### src/rtl/stage_if.sv
// Instruction-fetch stage: assembles a 32-bit little-endian instruction from four
// granted byte reads of the unified RAM and presents it to decode with a valid flag.
module stage_if #(
  parameter logic [31:0] RESET_PC    = 32'h0000_0000,
  parameter int          MEM_LATENCY = 1,
  parameter int          STALL_W     = 6
) (
  input  logic               clk,
  input  logic               rst,
  input  logic               rdy,
  input  logic [STALL_W-1:0] stall_i,
  input  logic               branch_enable_i,
  input  logic [31:0]        branch_addr_i,
  input  logic               mem_grant_i,
  input  logic [7:0]         mem_din_i,
  output logic               mem_req_o,
  output logic [31:0]        mem_addr_o,
  output logic [31:0]        pc_o,
  output logic [31:0]        inst_o,
  output logic               inst_valid_o,
  output logic               stallreq_o
);

  generate
    if (MEM_LATENCY != 1) begin : g_bad_latency
      $error("stage_if: only MEM_LATENCY = 1 is supported");
    end
  endgenerate

  typedef enum logic {
    S_FETCH = 1'b0,
    S_DONE  = 1'b1
  } state_t;

  state_t      r_state;
  logic [31:0] r_pc;
  logic [2:0]  r_issue_idx;
  logic [1:0]  r_cap_idx;
  logic        r_pending;
  logic [23:0] r_asm;
  logic        r_mem_req;
  logic [31:0] r_mem_addr;
  logic [31:0] r_pc_out;
  logic [31:0] r_inst;
  logic        r_valid;
  logic        r_stallreq;

  logic        w_granted;
  logic [2:0]  w_next_idx;
  logic        w_more;
  logic [31:0] w_next_addr;
  logic        w_unused_stall;

  // A byte is only issued when the request is actually on the bus and granted.
  assign w_granted      = r_mem_req & mem_grant_i;
  assign w_next_idx     = r_issue_idx + {2'b00, w_granted};
  assign w_more         = (w_next_idx < 3'd4);
  assign w_next_addr    = r_pc + {29'd0, w_next_idx};
  assign w_unused_stall = ^{stall_i[STALL_W-1:2], stall_i[0]};

  always_ff @(posedge clk) begin
    if (rst) begin
      r_state     <= S_FETCH;
      r_pc        <= RESET_PC;
      r_issue_idx <= 3'd0;
      r_cap_idx   <= 2'd0;
      r_pending   <= 1'b0;
      r_asm       <= 24'd0;
      r_mem_req   <= 1'b0;
      r_mem_addr  <= 32'd0;
      r_pc_out    <= 32'd0;
      r_inst      <= 32'd0;
      r_valid     <= 1'b0;
      r_stallreq  <= 1'b0;
    end else if (rdy) begin
      if (branch_enable_i) begin
        // Redirect drops any in-flight byte and starts presenting the target at once.
        r_state     <= S_FETCH;
        r_pc        <= branch_addr_i;
        r_issue_idx <= 3'd0;
        r_pending   <= 1'b0;
        r_valid     <= 1'b0;
        r_mem_req   <= 1'b1;
        r_mem_addr  <= branch_addr_i;
        r_stallreq  <= 1'b1;
      end else begin
        case (r_state)
          S_FETCH: begin
            r_issue_idx <= w_next_idx;
            r_pending   <= w_granted;
            if (w_granted) begin
              r_cap_idx <= r_issue_idx[1:0];
            end
            r_mem_req  <= w_more;
            r_stallreq <= w_more;
            if (w_more) begin
              r_mem_addr <= w_next_addr;
            end
            if (r_pending) begin
              case (r_cap_idx)
                2'd0:    r_asm[7:0]   <= mem_din_i;
                2'd1:    r_asm[15:8]  <= mem_din_i;
                2'd2:    r_asm[23:16] <= mem_din_i;
                default: begin
                  r_inst   <= {mem_din_i, r_asm};
                  r_pc_out <= r_pc;
                  r_valid  <= 1'b1;
                  r_state  <= S_DONE;
                end
              endcase
            end
          end
          S_DONE: begin
            r_pending <= 1'b0;
            // Transfer to decode completes this cycle unless if_id is held.
            if (!stall_i[1]) begin
              r_pc        <= r_pc + 32'd4;
              r_valid     <= 1'b0;
              r_issue_idx <= 3'd0;
              r_state     <= S_FETCH;
              r_mem_req   <= 1'b1;
              r_mem_addr  <= r_pc + 32'd4;
              r_stallreq  <= 1'b1;
            end
          end
          default: r_state <= S_FETCH;
        endcase
      end
    end
  end

  assign mem_req_o    = r_mem_req;
  assign mem_addr_o   = r_mem_addr;
  assign pc_o         = r_pc_out;
  assign inst_o       = r_inst;
  assign inst_valid_o = r_valid;
  assign stallreq_o   = r_stallreq;

endmodule

### config.mk
export PLATFORM = sky130hd
export DESIGN_NAME = stage_if
export DESIGN_NICKNAME = d
export VERILOG_FILES = /design/src/rtl/stage_if.sv
export SDC_FILE = /design/constraint.sdc
export NUM_CORES = 1
export LEC_CHECK = 0
export BUFFER_PORTS_ARGS = -buffer_cell sky130_fd_sc_hd__buf_4
export CAP_MARGIN = 20
export CORE_ASPECT_RATIO = 1.4
export CORE_MARGIN = 1.5
export CORE_UTILIZATION = 41
export CTS_CLUSTER_SIZE = 28
export DETAILED_ROUTE_END_ITERATION = 8
export HOLD_SLACK_MARGIN = 0.15
export PLACE_DENSITY = 0.63
export SYNTH_ARGS = -nofsm -noshare
export SYNTH_HDL_FRONTEND = slang
export SYNTH_SLANG_ARGS = --single-unit
### constraint.sdc
create_clock -name clk -period 9.75 [get_ports clk]
set_input_delay 1.95 -clock clk [delete_from_list [all_inputs] [get_ports clk]]
set_output_delay 1.95 -clock clk [all_outputs]
set_load 0.02 [all_outputs]
; Word-level counts from Yosys, hierarchy flattened
; Index checks and enable logic that the tools add are counted.
[word_totals]
reg_bits = 161
word_cells = 64
in_bits = 51
out_inout_bits = 99
[classes]
reduce_logical = 12
mux = 24
n_addsub = 3
eq_ne = 7
bitwise = 4
order_cmp = 1
[ops]
columns = cell, count
row1 = 2-to-1 mux 32 bit, 5
row2 = one-hot mux 32 bit (2 select lines), 1
row3 = adder 32 x 3 -> 32 bit, 1
row4 = "adder 32 x 3 -> 32 bit, second input constant", 1
row5 = AND reduction 5 bit, 4
row6 = "inequality test 3 bit, second input constant", 4
row7 = 2-to-1 mux 1 bit, 11
row8 = one-hot mux 1 bit (2 select lines), 4
row9 = AND reduction 4 bit, 2
row10 = 2-to-1 mux 3 bit, 2
row11 = one-hot mux 3 bit (2 select lines), 1
row12 = AND reduction 3 bit, 2
row13 = adder 3 x 1 -> 3 bit, 1
row14 = "less-than comparator 3 bit, second input constant", 1
row15 = NOT 1 bit, 3
row16 = OR reduction 3 bit, 1
row17 = "== test 2 x 1 -> 1 bit, second input constant", 1
row18 = "== test 2 bit, second input constant", 1
row19 = zero test 2 bit, 1
row20 = "inequality test 2 x 1 -> 1 bit, second input constant", 1
row21 = AND reduction 2 bit, 1
row22 = nonzero test 2 bit, 1
row23 = AND 1 bit, 1

; Logic depth before layout (Yosys ltp)
[logic_depth]
depth_word = 6
ltp_mapped = 12
ltp_nobuf = 11

; Least setup slack after synthesis
; OpenSTA, ideal clock, no wires.
[synth_timing]
path_type = input -> register
from = in mem_grant_i
to = reg r_mem_addr[25] (netlist: mem_addr_o[25])
n_path_buf = 1
setup_slack_ns = 5.332
setup_ns = 0.103
arrival_time_ns = 4.314
stages = 12
t_required_ns = 9.647
path_cell_list = and2_1 > ha_1 > ha_1 > xnor2_1 > inv_1 > ha_1 > inv_1 > o32a_1 > buf_2 > nor4_2 > xnor2_1 > a2111oi_2
[synth_via]
elab_chain_len = 6
elab_cells_between_ends = 9
classes_between = add/sub: 2 / order compare: 1 / eq/ne: 1 / mux: 3 / bitwise: 1 / reduce/logical: 1
[synth_lines]
columns = item, line
row1 = "start, declared", 14  ; input logic mem_grant_i,
row2 = AND 1 bit *, 55  ; assign w_granted = r_mem_req & mem_grant_i;
row3 = adder 3 x 1 -> 3 bit *, 56  ; assign w_next_idx = r_issue_idx + {2'b00, w_granted};
row4 = adder 32 x 3 -> 32 bit, 58  ; assign w_next_addr = r_pc + {29'd0, w_next_idx};
row5 = 2-to-1 mux 32 bit, 96  ; if (w_more) begin
row6 = one-hot mux 32 bit (2 select lines), 87  ; case (r_state)
row7 = 2-to-1 mux 32 bit, 76  ; if (branch_enable_i) begin
row8 = "end signal, assigned", 84  ; r_mem_addr <= branch_addr_i;
row9 = "end signal, assigned", 97  ; r_mem_addr <= w_next_addr;
row10 = "end signal, assigned", 122  ; r_mem_addr <= r_pc + 32'd4;
row11 = "end, declared", 42  ; logic [31:0] r_mem_addr;
; Every way passes the cells marked *; elsewhere a longest branch is shown, timed or not. The select of a mux whose other input is x is not followed.
; A chain may end at the register's enable or synchronous reset.

; Worst setup path after layout
[layout_timing]
from = in mem_grant_i
to = reg r_mem_addr[16] (netlist: mem_addr_o[16])
; Same word-level chain as after synthesis.

==> summary.md <==
| Metric | Value |
|---|---|
| Starting Density | 0.4165 |
| Seq/Total Area, Yosys | 0.4058 |
| Peak supply drop | 0.1259 mV |
| Largest net degree at the start of global routing | 83 |
| Reg2reg path depth | 11 |
| Top FF cell, synth | dfxtp_1 |
| Clk buf depth | 2 |
| Cell Int Power | 1.074 mW |
| Register Area | 0.003223 sq mm |
| CTS Sinks | 161 |
| RSZ-0062 raised after global routing | no |
| Warnings from Yosys | 0 |
| Vias in the first global route | 7,460 |
| Pins Over Slew Limit | 0 |
| Reg2Reg Launch Point | stallreq_o |
| H-tree Lvls | 4 |
| Mapped Cells | 1,006 |
| Clock group share of total power | 0.460 |
| Sequential power share | 0.455 |
| Most common cell in the synthesized netlist | nand2_1 |
| Leak pwr | 3.644 nW |
| Headroom to the max-slew limit | 0.4073 |
| Hold WC Path Type | flip-flop to flip-flop |
| DIE WIDTH | 120.6 um |
| GP Congestion | 0.9250 |
| Power Total | 1.521 mW |
| Area Growth Syn to Fin | 22.24% |
| Congestion Overflow GR | 0 |
| I/O pin count | 150 |
| Core area | 0.01907 sq mm |
| First-pass GRT wire length | 40,960 um |
| Critical path origin | mem_grant_i |
| PostCTS Resize Cnt | 0 |
| Initial antenna violation count | 0 |
| Synth area leaders | dfxtp_1 (41%), nand2_1 (9.0%), a21oi_1 (7.7%), mux2i_1 (4.8%), nor2_1 (3.5%) |
| Final Setup Violations | 0 |
| Reg clk slew, reported paths | 0.07 ns |
| Port buffer count | 144 |
| Combinational fraction of design power | 0.085 |
| Worst Skew | 0.01526 ns |
| Fillers | 1,919 |
| Status | finished, final reports clean |
| WS Path Type | input port to flip-flop |
| PwrDens | 156.7 mW/mm^2 |
| Hold path startpoint | pc_o[22] |
| Mean Syn Cell Area | 7.895 sq um |
| CTS tree | built |
| Mapped Nets | 1,064 |
| Count of cell types in the netlist | 78 |
| Root buf cell | clkbuf_16 |
| WHS | 0.4539 ns |
| FMAX | 213.5 MHz |
| DR vias/cell | 5.903 |
| Largest area contributor in the netlist | dfxtp_1 |
| Via count | 8,005 |
| Remaining DRCs | 0 |
| Final hold vios | 0 |
| Area share of the leading cell type in the synthesized netlist | 0.4058 |
| Setup bufs post-CTS | 0 |
| Reg2Reg Setup Slack | 6.35 ns |
| Sw frac | 0.2939 |
| Number of buffers created by CTS | 17 |
| CTS Hold Buffers Added | 0 |
| Slew @ Worst Pin | 0.8843 ns |
| Number of flops mapped to enable cells by yosys | 0 |
| Fin Setup TNS | 0 ns |
| Net count, final | 1,153 |
| Routed Antenna Nets | 0 |
| Synthesized flop and latch total | 161 |
| Data arrival time of the worst path | 4.98 ns |
| Crit Path Max Fanout | 5 |
| Drt initial violations | 655 |
| Worst Setup EP | mem_addr_o[16] |
| Required time worst endpoint | 10.04 ns |
| Die Span Y | 167.7 um |
| Total wire length | 26,380 um |
| Total net switching power | 0.4471 mW |
| Max-Cap Viols | 0 |
| Row count | 60 |
| Multi-input logic area | 0.004312 sq mm |
| DP HPWL | 17,930 um |
| Clock Latency Late Sink | 0.45 ns |
| Share of layout cells above drive strength 1 | 0.1895 |
| Post-DP Area | 0.009061 sq mm |
| # diodes | 0 |
| Worst R2R End | mem_addr_o[16] |
| DIE AREA | 0.02023 sq mm |
| Final Util | 0.5092 |
| Wire per inst | 19.46 um |
| Nature of the critical path endpoint | flip-flop |
| Synth top cells by count | nand2_1 (190), dfxtp_1 (161), a21oi_1 (122) |
| Startpoint Class | input port |
| Fin crit share | 0.4804 |
| Mapped cell area | 0.007943 sq mm |
| Final instance area | 0.009709 sq mm |
| Drt first pass iters | 5 |
| GRT Total Usage | 0.2612 |
| Tmin final | 4.684 ns |
| Post-synthesis async set-or-reset flop share | 0 |
[power by group through the flow]
stage	sequential (mW)	clock [mW]	combinational (mW)
final	0.692	0.700	0.129
after global routing	0.694	0.737	0.139
after CTS	0.691	0.707	0.128
after detailed placement	0.707	0	0.128
after global placement	0.707	0	0.127
after floorplan	0.706	0	0.0717
[how the worst min path moves through the flow]
stage	to	slack, ns	cells after the start
floorplan	inst_o[0]	0.43	2
global placement	inst_o[23]	0.44	2
finish	pc_o[22]	0.45	2
CTS	pc_o[22]	0.46	2
detailed placement	inst_o[5]	0.44	2
global route	pc_o[8]	0.48	2
[registers in the layout (all words and copies together) (netlist names), 2 cells and up]
| name | cells |
|---|---|
| inst_o | 32 |
| mem_addr_o | 32 |
| pc_o | 32 |
| r_asm | 24 |
| r_cap_idx | 2 |
| r_issue_idx | 3 |
| r_pc | 32 |
[placed cells by master (no fill, tap or decap), drive strengths merged, types with 6 or more instances in the layout]
| cell type | instances |
|---|---|
| and2 | 7 |
| clkinv | 10 |
| o21a | 7 |
| a22oi | 7 |
| o31ai | 10 |
| o211ai | 6 |
| a31oi | 9 |
| buf | 156 |
| nor4 | 13 |
| o21ai | 40 |
| nor2 | 75 |
| or3 | 6 |
| and4 | 9 |
| nor3 | 19 |
| mux2i | 38 |
| inv | 21 |
| a21oi | 122 |
| dfxtp | 161 |
| nand3 | 29 |
| and3 | 14 |
| or4 | 6 |
| nand4 | 22 |
| xnor2 | 9 |
| nand2 | 190 |
| a211oi | 16 |
| nor2b | 7 |
| ha | 6 |
| clkbuf | 17 |
[final cells by class]
| type | instances | area share |
|---|---|---|
| Timing Repair Buffer | 156 | 0.1210 |
| Multi-Input combinational cell | 743 | 0.4441 |
| Clock inverter | 15 | 0.02101 |
| Inverter | 16 | 0.006186 |
| Sequential cell | 161 | 0.3320 |
| Tap cell | 248 | 0.03196 |
| Clock buffer | 17 | 0.04381 |
[layer usage]
metal  wire length (um)  GRT usage  vias to the layer above
met5                  0          0                        -
met4               1021     0.1315                        0
met3               1865    0.06369                       70
met2              13100     0.4447                      331
met1              10400     0.3025                     3821
li1                   -          -                     3783
[logic make-up after synthesis]
| logic type | Yosys count | share of synthesized area |
|---|---|---|
| simple gates | 411 | 0.2470 |
| fa+ha+maj | 7 | 0.01197 |
| compound gates | 273 | 0.2190 |
| mux | 38 | 0.04789 |
| xor+xnor | 14 | 0.01544 |
| flops | 161 | 0.4058 |
| buf+inv | 102 | 0.05293 |
[worst max-delay path, cell delays in order]
cell	delay [ns]
buf_4	0.10
and2_1	0.17
ha_1	0.18
ha_1	0.20
xnor2_1	0.23
inv_1	0.07
ha_1	0.36
nor2b_1	0.33
o211ai_1	0.15
a2111oi_0	0.79
mux2i_1	0.33
a31oi_1	0.12
[stage by stage]
stage | worst slack, ns | std cells
global placement | 4.693 | 1322
detailed placement | 4.672 | 1322
CTS | 5.137 | 1354
global route | 4.825 | 1356
floorplan | 5.332 | 1006
finish | 5.066 | 1356
Note: power is estimated with default switching activity, not from simulation.
